`config.mk`:
```
export PLATFORM = sky130hd
export DESIGN_NAME = serial_adder
export DESIGN_NICKNAME = d
export VERILOG_FILES = /design/src/rtl/serial_adder_pkg.sv /design/src/rtl/full_adder.sv /design/src/rtl/serial_adder.sv
export SDC_FILE = /design/constraint.sdc
export NUM_CORES = 1
export LEC_CHECK = 0
export CORE_MARGIN = 5
export CORE_UTILIZATION = 45
export DETAILED_ROUTE_END_ITERATION = 10
export HOLD_SLACK_MARGIN = 0.1
export PLACE_DENSITY_LB_ADDON = 0.1
export SLEW_MARGIN = 10
export SYNTH_ARGS = -nofsm -noshare
export SYNTH_HDL_FRONTEND = slang
export SYNTH_SLANG_ARGS = --single-unit
```
`constraint.sdc`:
```
create_clock -name clk -period 1.95 [get_ports clk]
set_input_delay 0.4875 -clock clk [delete_from_list [all_inputs] [get_ports clk]]
set_output_delay 0.4875 -clock clk [all_outputs]
set_load 0.005 [all_outputs]
```
`src/rtl/serial_adder_pkg.sv`:
```
// Shared definitions for the bit-serial adder: FSM state encodings and default width.
package serial_adder_pkg;

  // Operand/result width used when the instantiating code does not override it.
  localparam int unsigned DEFAULT_WIDTH = 8;

  // Controller states; the unused 2'd3 encoding is steered back to S_IDLE.
  typedef enum logic [1:0] {
    S_IDLE  = 2'd0,
    S_SHIFT = 2'd1,
    S_DONE  = 2'd2
  } state_e;

endpackage

```
`src/rtl/full_adder.sv`:
```
// Single-bit full adder built from two half-adder cells and an OR gate.
// Purely combinational; time-multiplexed by serial_adder.
module full_adder (
  input  logic a,
  input  logic b,
  input  logic cin,
  output logic sum,
  output logic cout
);

  logic ha0_sum_s;
  logic ha0_carry_s;
  logic ha1_sum_s;
  logic ha1_carry_s;

  // First half-adder cell: combines the two operand bits.
  assign ha0_sum_s   = a ^ b;
  assign ha0_carry_s = a & b;

  // Second half-adder cell: folds in the incoming carry.
  assign ha1_sum_s   = ha0_sum_s ^ cin;
  assign ha1_carry_s = ha0_sum_s & cin;

  // A carry out of either cell is the full-adder carry (they never both fire).
  assign sum  = ha1_sum_s;
  assign cout = ha0_carry_s | ha1_carry_s;

endmodule

```
`src/rtl/serial_adder.sv`:
```
// Bit-serial, LSB-first adder. One full-adder cell is reused over WIDTH
// clock cycles with a registered carry; result and carry-out are registered
// and held until the next completion.
module serial_adder
  import serial_adder_pkg::*;
#(
  parameter int unsigned WIDTH = DEFAULT_WIDTH
) (
  input  logic             clk,
  input  logic             rst,
  input  logic             start,
  input  logic [WIDTH-1:0] a_in,
  input  logic [WIDTH-1:0] b_in,
  output logic             busy,
  output logic             done,
  output logic [WIDTH-1:0] result,
  output logic             cout
);

  localparam int unsigned CW = $clog2(WIDTH) + 1;
  localparam logic [CW-1:0] LAST_CNT = CW'(WIDTH - 1);

  state_e             state_q, state_d;
  logic [WIDTH-1:0]   areg_q, areg_d;
  logic [WIDTH-1:0]   breg_q, breg_d;
  // Only the upper WIDTH-1 partial-sum bits need storage: the newest sum bit
  // is supplied directly by the adder on the final step.
  logic [WIDTH-2:0]   psum_q, psum_d;
  logic               carry_q, carry_d;
  logic [CW-1:0]      cnt_q, cnt_d;
  logic [WIDTH-1:0]   result_q, result_d;
  logic               cout_q, cout_d;
  logic               busy_q, busy_d;
  logic               done_q, done_d;

  logic               fa_sum_s;
  logic               fa_cout_s;
  logic [WIDTH-1:0]   sum_shift_s;

  // The single time-shared full-adder cell works on the current LSBs.
  full_adder u_fa (
    .a    (areg_q[0]),
    .b    (breg_q[0]),
    .cin  (carry_q),
    .sum  (fa_sum_s),
    .cout (fa_cout_s)
  );

  // New sum bit enters at the top; after WIDTH steps the LSB has reached bit 0.
  assign sum_shift_s = {fa_sum_s, psum_q};

  // Next-state, datapath and output-flag computation for the controller.
  always_comb begin
    state_d  = state_q;
    areg_d   = areg_q;
    breg_d   = breg_q;
    psum_d   = psum_q;
    carry_d  = carry_q;
    cnt_d    = cnt_q;
    result_d = result_q;
    cout_d   = cout_q;

    case (state_q)
      S_IDLE: begin
        if (start) begin
          areg_d  = a_in;
          breg_d  = b_in;
          psum_d  = '0;
          carry_d = 1'b0;
          cnt_d   = '0;
          state_d = S_SHIFT;
        end else begin
          state_d = S_IDLE;
        end
      end
      S_SHIFT: begin
        areg_d  = {1'b0, areg_q[WIDTH-1:1]};
        breg_d  = {1'b0, breg_q[WIDTH-1:1]};
        psum_d  = sum_shift_s[WIDTH-1:1];
        carry_d = fa_cout_s;
        cnt_d   = cnt_q + CW'(1);
        if (cnt_q == LAST_CNT) begin
          result_d = sum_shift_s;
          cout_d   = fa_cout_s;
          state_d  = S_DONE;
        end else begin
          state_d  = S_SHIFT;
        end
      end
      S_DONE: begin
        state_d = S_IDLE;
      end
      default: begin
        state_d = S_IDLE;
      end
    endcase

    // Flags are registered from the next state so they line up with it.
    busy_d = (state_d == S_SHIFT);
    done_d = (state_d == S_DONE);
  end

  // State and datapath registers; synchronous reset aborts any operation.
  always_ff @(posedge clk) begin
    if (rst) begin
      state_q  <= S_IDLE;
      areg_q   <= '0;
      breg_q   <= '0;
      psum_q   <= '0;
      carry_q  <= 1'b0;
      cnt_q    <= '0;
      result_q <= '0;
      cout_q   <= 1'b0;
      busy_q   <= 1'b0;
      done_q   <= 1'b0;
    end else begin
      state_q  <= state_d;
      areg_q   <= areg_d;
      breg_q   <= breg_d;
      psum_q   <= psum_d;
      carry_q  <= carry_d;
      cnt_q    <= cnt_d;
      result_q <= result_d;
      cout_q   <= cout_d;
      busy_q   <= busy_d;
      done_q   <= done_d;
    end
  end

  assign busy   = busy_q;
  assign done   = done_q;
  assign result = result_q;
  assign cout   = cout_q;

endmodule

```
Yosys cells after proc, flatten, opt, wreduce, memory -nomap -nowiden. Cells that the tools add are included.

Flip-flop bits (word level): 41. Bits of input ports: 19.

Equal/unequal tests: 5. Reduce and logical (&&, ||, !) cells: 4. Bitwise logic cells: 5. Add/sub/neg operators: 1. Mux-type cells: 13.

Operators by type and width (number): one-hot mux 8 bit (2 select lines) (2); 2-to-1 mux 8 bit (2); one-hot mux 7 bit (2 select lines) (1); one-hot mux 4 bit (2 select lines) (1); 2-to-1 mux 7 bit (1); adder 4 x 1 -> 4 bit, second input constant (1); equality test 2 x 1 -> 1 bit, second input constant (2); equality test 4 x 3 -> 1 bit, second input constant (1); 2-to-1 mux 4 bit (1); one-hot mux 2 bit (2 select lines) (1); AND reduction 2 bit (2); bitwise AND 1 bit (2); equality test 2 bit, second input constant (1); logical NOT 2 bit (1); 2-to-1 mux 1 bit (2); 2-to-1 mux 2 bit (1); != test 2 bit, second input constant (1); one-hot mux 1 bit (2 select lines) (1); nonzero test 2 bit (1); XOR 1 bit (2); OR 1 bit (1).

Longest topological paths before layout.
Depth in word-level cells: 4. Depth in mapped cells: 5. Mapped depth without buffers: 4.

By module. Synthesis repeated with hierarchy kept, for this count alone.

Cell total of the unflattened synthesis: 179. Area, all modules: 1649.1 um^2.

Modules (own cells, without submodules): serial_adder (seq. area each 820.8 um^2, instances 1, cells an instance 178, area each 1629.1 um^2); full_adder (seq. area each 0.0 um^2, instances 1, cells an instance 1, area each 20.0 um^2).

Worst setup path before layout. Ideal clock, no wire load.

Kind: reg-to-reg. Start point: register cnt_q[0]. End point: register result_q[0], in the netlist result[0]. Cell stages (with the launch flop): 6. Buffers on the path: 1. Clock period less this slack: 1.348 ns. Slack: 0.602 ns. Arrival: 1.233 ns. Cells stage by stage: dfxtp_1 -> ha_1 -> and4b_1 -> and2_1 -> buf_2 -> a31o_1.

Word-level cells in the longest chain between the ends: 2.

RTL lines: start: declaration (RTL line serial_adder.sv:30) `logic [CW-1:0] cnt_q, cnt_d;`; start signal: assignment (RTL line serial_adder.sv:122) `cnt_q <= cnt_d;`; equality test 4 x 3 -> 1 bit (RTL line serial_adder.sv:82) `if (cnt_q == LAST_CNT) begin`; AND reduction 2 bit (no source line); end signal: assignment (RTL line serial_adder.sv:123) `result_q <= result_d;`; end: declaration (RTL line serial_adder.sv:31) `logic [WIDTH-1:0] result_q, result_d;`.

Every way passes these cells. A chain may end at the register's enable or synchronous reset.

Worst setup path after layout.
Start point: register result_q[7], in the netlist result[7]. End point: output result[7].

RTL lines: end: declaration (RTL line serial_adder.sv:16) `output logic [WIDTH-1:0] result,`.

No word-level cell between the ends.

==> impl_metrics.py <==
metrics = {
    "sta": {
        "slew_headroom_pct": 55.0,
        "fin_setup_tns_ns": 0,
        "finalSetupViolCount": 0,
        "final_hold_viol_count": 0,
        "skew_ns": 0.00830,
        "fmax_mhz": 589,
        "maxSlewViolCount": 0,
        "worstMarginPinSlew_ns": 0.674,
        "fin_crit_sh_pct": 87.0,
        "rsz0062_at_grt": "false",
        "min_period_ns": 1.70,
    },
    "clock_tree": {
        "cts_resized": 0,
        "clock_tree.root_cell": "clkbuf_4",
        "insertion_delay_ns": 0.34,
        "cts.path.max_buffers": 2,
        "cts_setup_buffers": 0,
        "clkSlewWorstSetupHoldPaths_ns": 0.11,
        "cts_tree": "built",
        "hold_buffers": 0,
        "clock-sinks": 41,
        "htreeDepth": 2,
        "numCtsBuffers": 5,
    },
    "setup_path": {
        "worst-path-buf-inv": 1,
        "slowest_stage": "clkdlybuf4s50_1",
        "crit_fanout": 2,
        "crit_start": "result[7]",
        "critPathCaptureType": "output pin",
        "critical_path.max_stage_delay_ns": 0.51,
        "startpoint_type": "flip-flop",
        "worstPathArrival_ns": 1.21,
        "critPathKind": "flip-flop to output pin",
        "crit_chain": "clkdlybuf4s50_1",
        "crit_family": "buffers and inverters",
        "cp_data_required_time_ns": 1.46,
        "reg2reg_from": "state_q[0]",
    },
    "worst_hold_path": {
        "hold_start": "result[3]",
        "hold_class": "flip-flop to flip-flop",
    },
    "synthesis": {
        "synth_top_family_by_area": "compound AO/OA/AOI/OAI gates",
        "seq_area_frac_synth_pct": 51.1,
        "synth_top_cell_by_area": "dfxtp_1",
        "synth_nets": 194,
        "synth-main-ff-cell": "dfxtp_1",
        "synth_area_um2": 1610,
        "synth_top_area_share_pct": 51.1,
        "synth-adder-area-share_pct": 2.02,
        "asyncSetResetFlopFracSynth_pct": 0,
        "synthCells": 173,
        "synth_area_leaders": "dfxtp_1 (51%), a21oi_1 (7.2%), a22oi_1 (5.1%), o22ai_1 (5.1%), o21ai_0 (4.7%)",
        "synth-xor-area-share_pct": 0,
        "synth_cell_types": 33,
        "synth_simple_gate_area_share_pct": 12.1,
        "synth_edf_count": 0,
        "yosys_warnings": 0,
        "synth_compound_area_share_pct": 29.3,
        "muxShareOfSynthArea_pct": 0.623,
        "synth.avg_cell_area_um2": 9.29,
        "ys_ff_latch": 41,
    },
    "global_route": {
        "grt_pass1_wl_mm": 6.03,
        "grt_overflow": 0,
        "globalRouteTotalUtil_pct": 15.1,
        "grt_start_max_net_pins": 27,
        "grt_pass1_vias": 1323,
        "antenna_found_initial": 0,
    },
    "placement": {
        "gp_congestion": 0.750,
        "dpl_cell_area_um2": 1930,
        "port_buffers": 29,
        "dp_hpwl_mm": 2.23,
    },
    "pwr": {
        "peakVddDrop_mv": 0.479,
        "leakage_nw": 0.743,
        "p_per_area_nw_per_um2": 805,
        "power_w": 0.00162,
    },
    "detailed_routing": {
        "top_layer_used": "met4",
        "drtIter0Drc": 94,
        "wl_met3_um": 197,
        "drt-met1-wl_mm": 1.62,
        "route.detailed.wl_per_inst_um": 14.0,
        "routed_wl_mm": 3.47,
        "vias": 1393,
        "drtPass1Iterations": 4,
        "vias_per_cell": 5.64,
        "ant_nets": 0,
        "drc": 0,
        "wl_met2_mm": 1.62,
    },
    "floorplanning": {
        "rows": 21,
        "core_area_um2": 3390,
        "fp.dieH_um": 69.8,
        "start_util_pct": 47.4,
        "dieArea_um2": 4870,
        "die-width_um": 69.8,
        "io_pins": 30,
    },
    "final_layout": {
        "diodes": 0,
        "fin_nets": 221,
        "drive_above_1_share_pct": 7.46,
        "syn_to_final_growth_pct": 25.1,
        "design_area_um2": 2010,
        "nFillCells": 299,
    },
    "flow_run": {
        "max_cap_viol_count": 0,
    },
    "run_status": {
        "status": "finished clean",
    },
}
cell type report:
| class | count | area, µm² | area share (%) |
|---|---|---|---|
| Clock buffer | 7 | 55.1 | 2.74 |
| Clock inverter | 1 | 30.0 | 1.49 |
| Inverter | 3 | 13.8 | 0.684 |
| Multi-Input combinational cell | 115 | 707 | 35.1 |
| Sequential cell | 41 | 821 | 40.8 |
| Tap cell | 46 | 57.6 | 2.86 |
| Timing Repair Buffer | 34 | 328 | 16.3 |
per-layer routing:
layer,GRT usage (%),vias up
met5,0,-
met4,5.32,0
met3,5.94,2
met2,22.4,43
met1,19.9,658
li1,-,690
cells in the mapped netlist (2+ instances only):
cell type,count
clkbuf_1,7
o21ai_0,15
nand3_1,2
o22ai_1,13
a21oi_1,23
buf_2,5
a22oi_1,11
nand2_1,2
and3_1,2
nand2b_1,9
nor3_1,3
a31o_1,8
dfxtp_1,41
nor2_1,13
kinds of logic after synthesis:
kind of cell | count (synthesis)
mux | 1
buf+inv | 17
fa+ha+maj | 2
simple gates | 37
compound gates | 75
flops | 41
registers in the layout, indices dropped and copies added, names as in the netlist:
register,flops
areg_q,8
breg_q,8
result,8
psum_q,7
cnt_q,4
state_q,2
busy,1
carry_q,1
cout,1
done,1
per-stage QoR:
step | setup WS (ns) | hold WS [ns] | instances | util [%]
finish | 0.253 | 0.470 | 247 | 59.4
global route | 0.187 | 0.504 | 247 | 59.4
CTS | 0.236 | 0.473 | 247 | 59.4
detailed placement | 0.0863 | 0.455 | 239 | 56.8
global placement | 0.156 | 0.452 | 239 | 56.8
floorplan | 0.602 | 0.449 | 173 | -
tightest hold or removal path, stage by stage, from the launching register on:
cell	delay [ns]
dfxtp_1	0.33
nand2_1	0.05
o21ai_0	0.06
cell usage in the layout (no fill, tap or decap), drive strengths merged:
cell	count
and4b	1
clkdlybuf4s50	29
nor2	13
bufinv	1
o21ba	1
inv	2
nor3b	1
nand2b	9
ha	1
a21oi	23
or4	1
dfxtp	41
o311a	1
a31oi	1
nand3	2
o21bai	1
clkinv	1
a22oi	11
and3	2
o22ai	13
nand4	1
a31o	8
o2bb2ai	1
buf	5
fa	1
and2	1
nand2	2
nor2b	1
o21ai	15
mux2i	1
clkbuf	7
nor3	3
worst paths after layout:
check	to	slack, ns	cells after the start
max	result[7]	0.25	1
min	result[3]	0.47	2
max reg2reg	cnt_q[3]	0.51	3
min reg2reg	result[3]	0.47	2
power breakdown:
group / switching [W] / internal, W
clock network: 0.000258 / 0.000306
logic: 0.0000785 / 0.0000818
registers: 0.0000223 / 0.000873
Power figures use the tool's default switching activity.
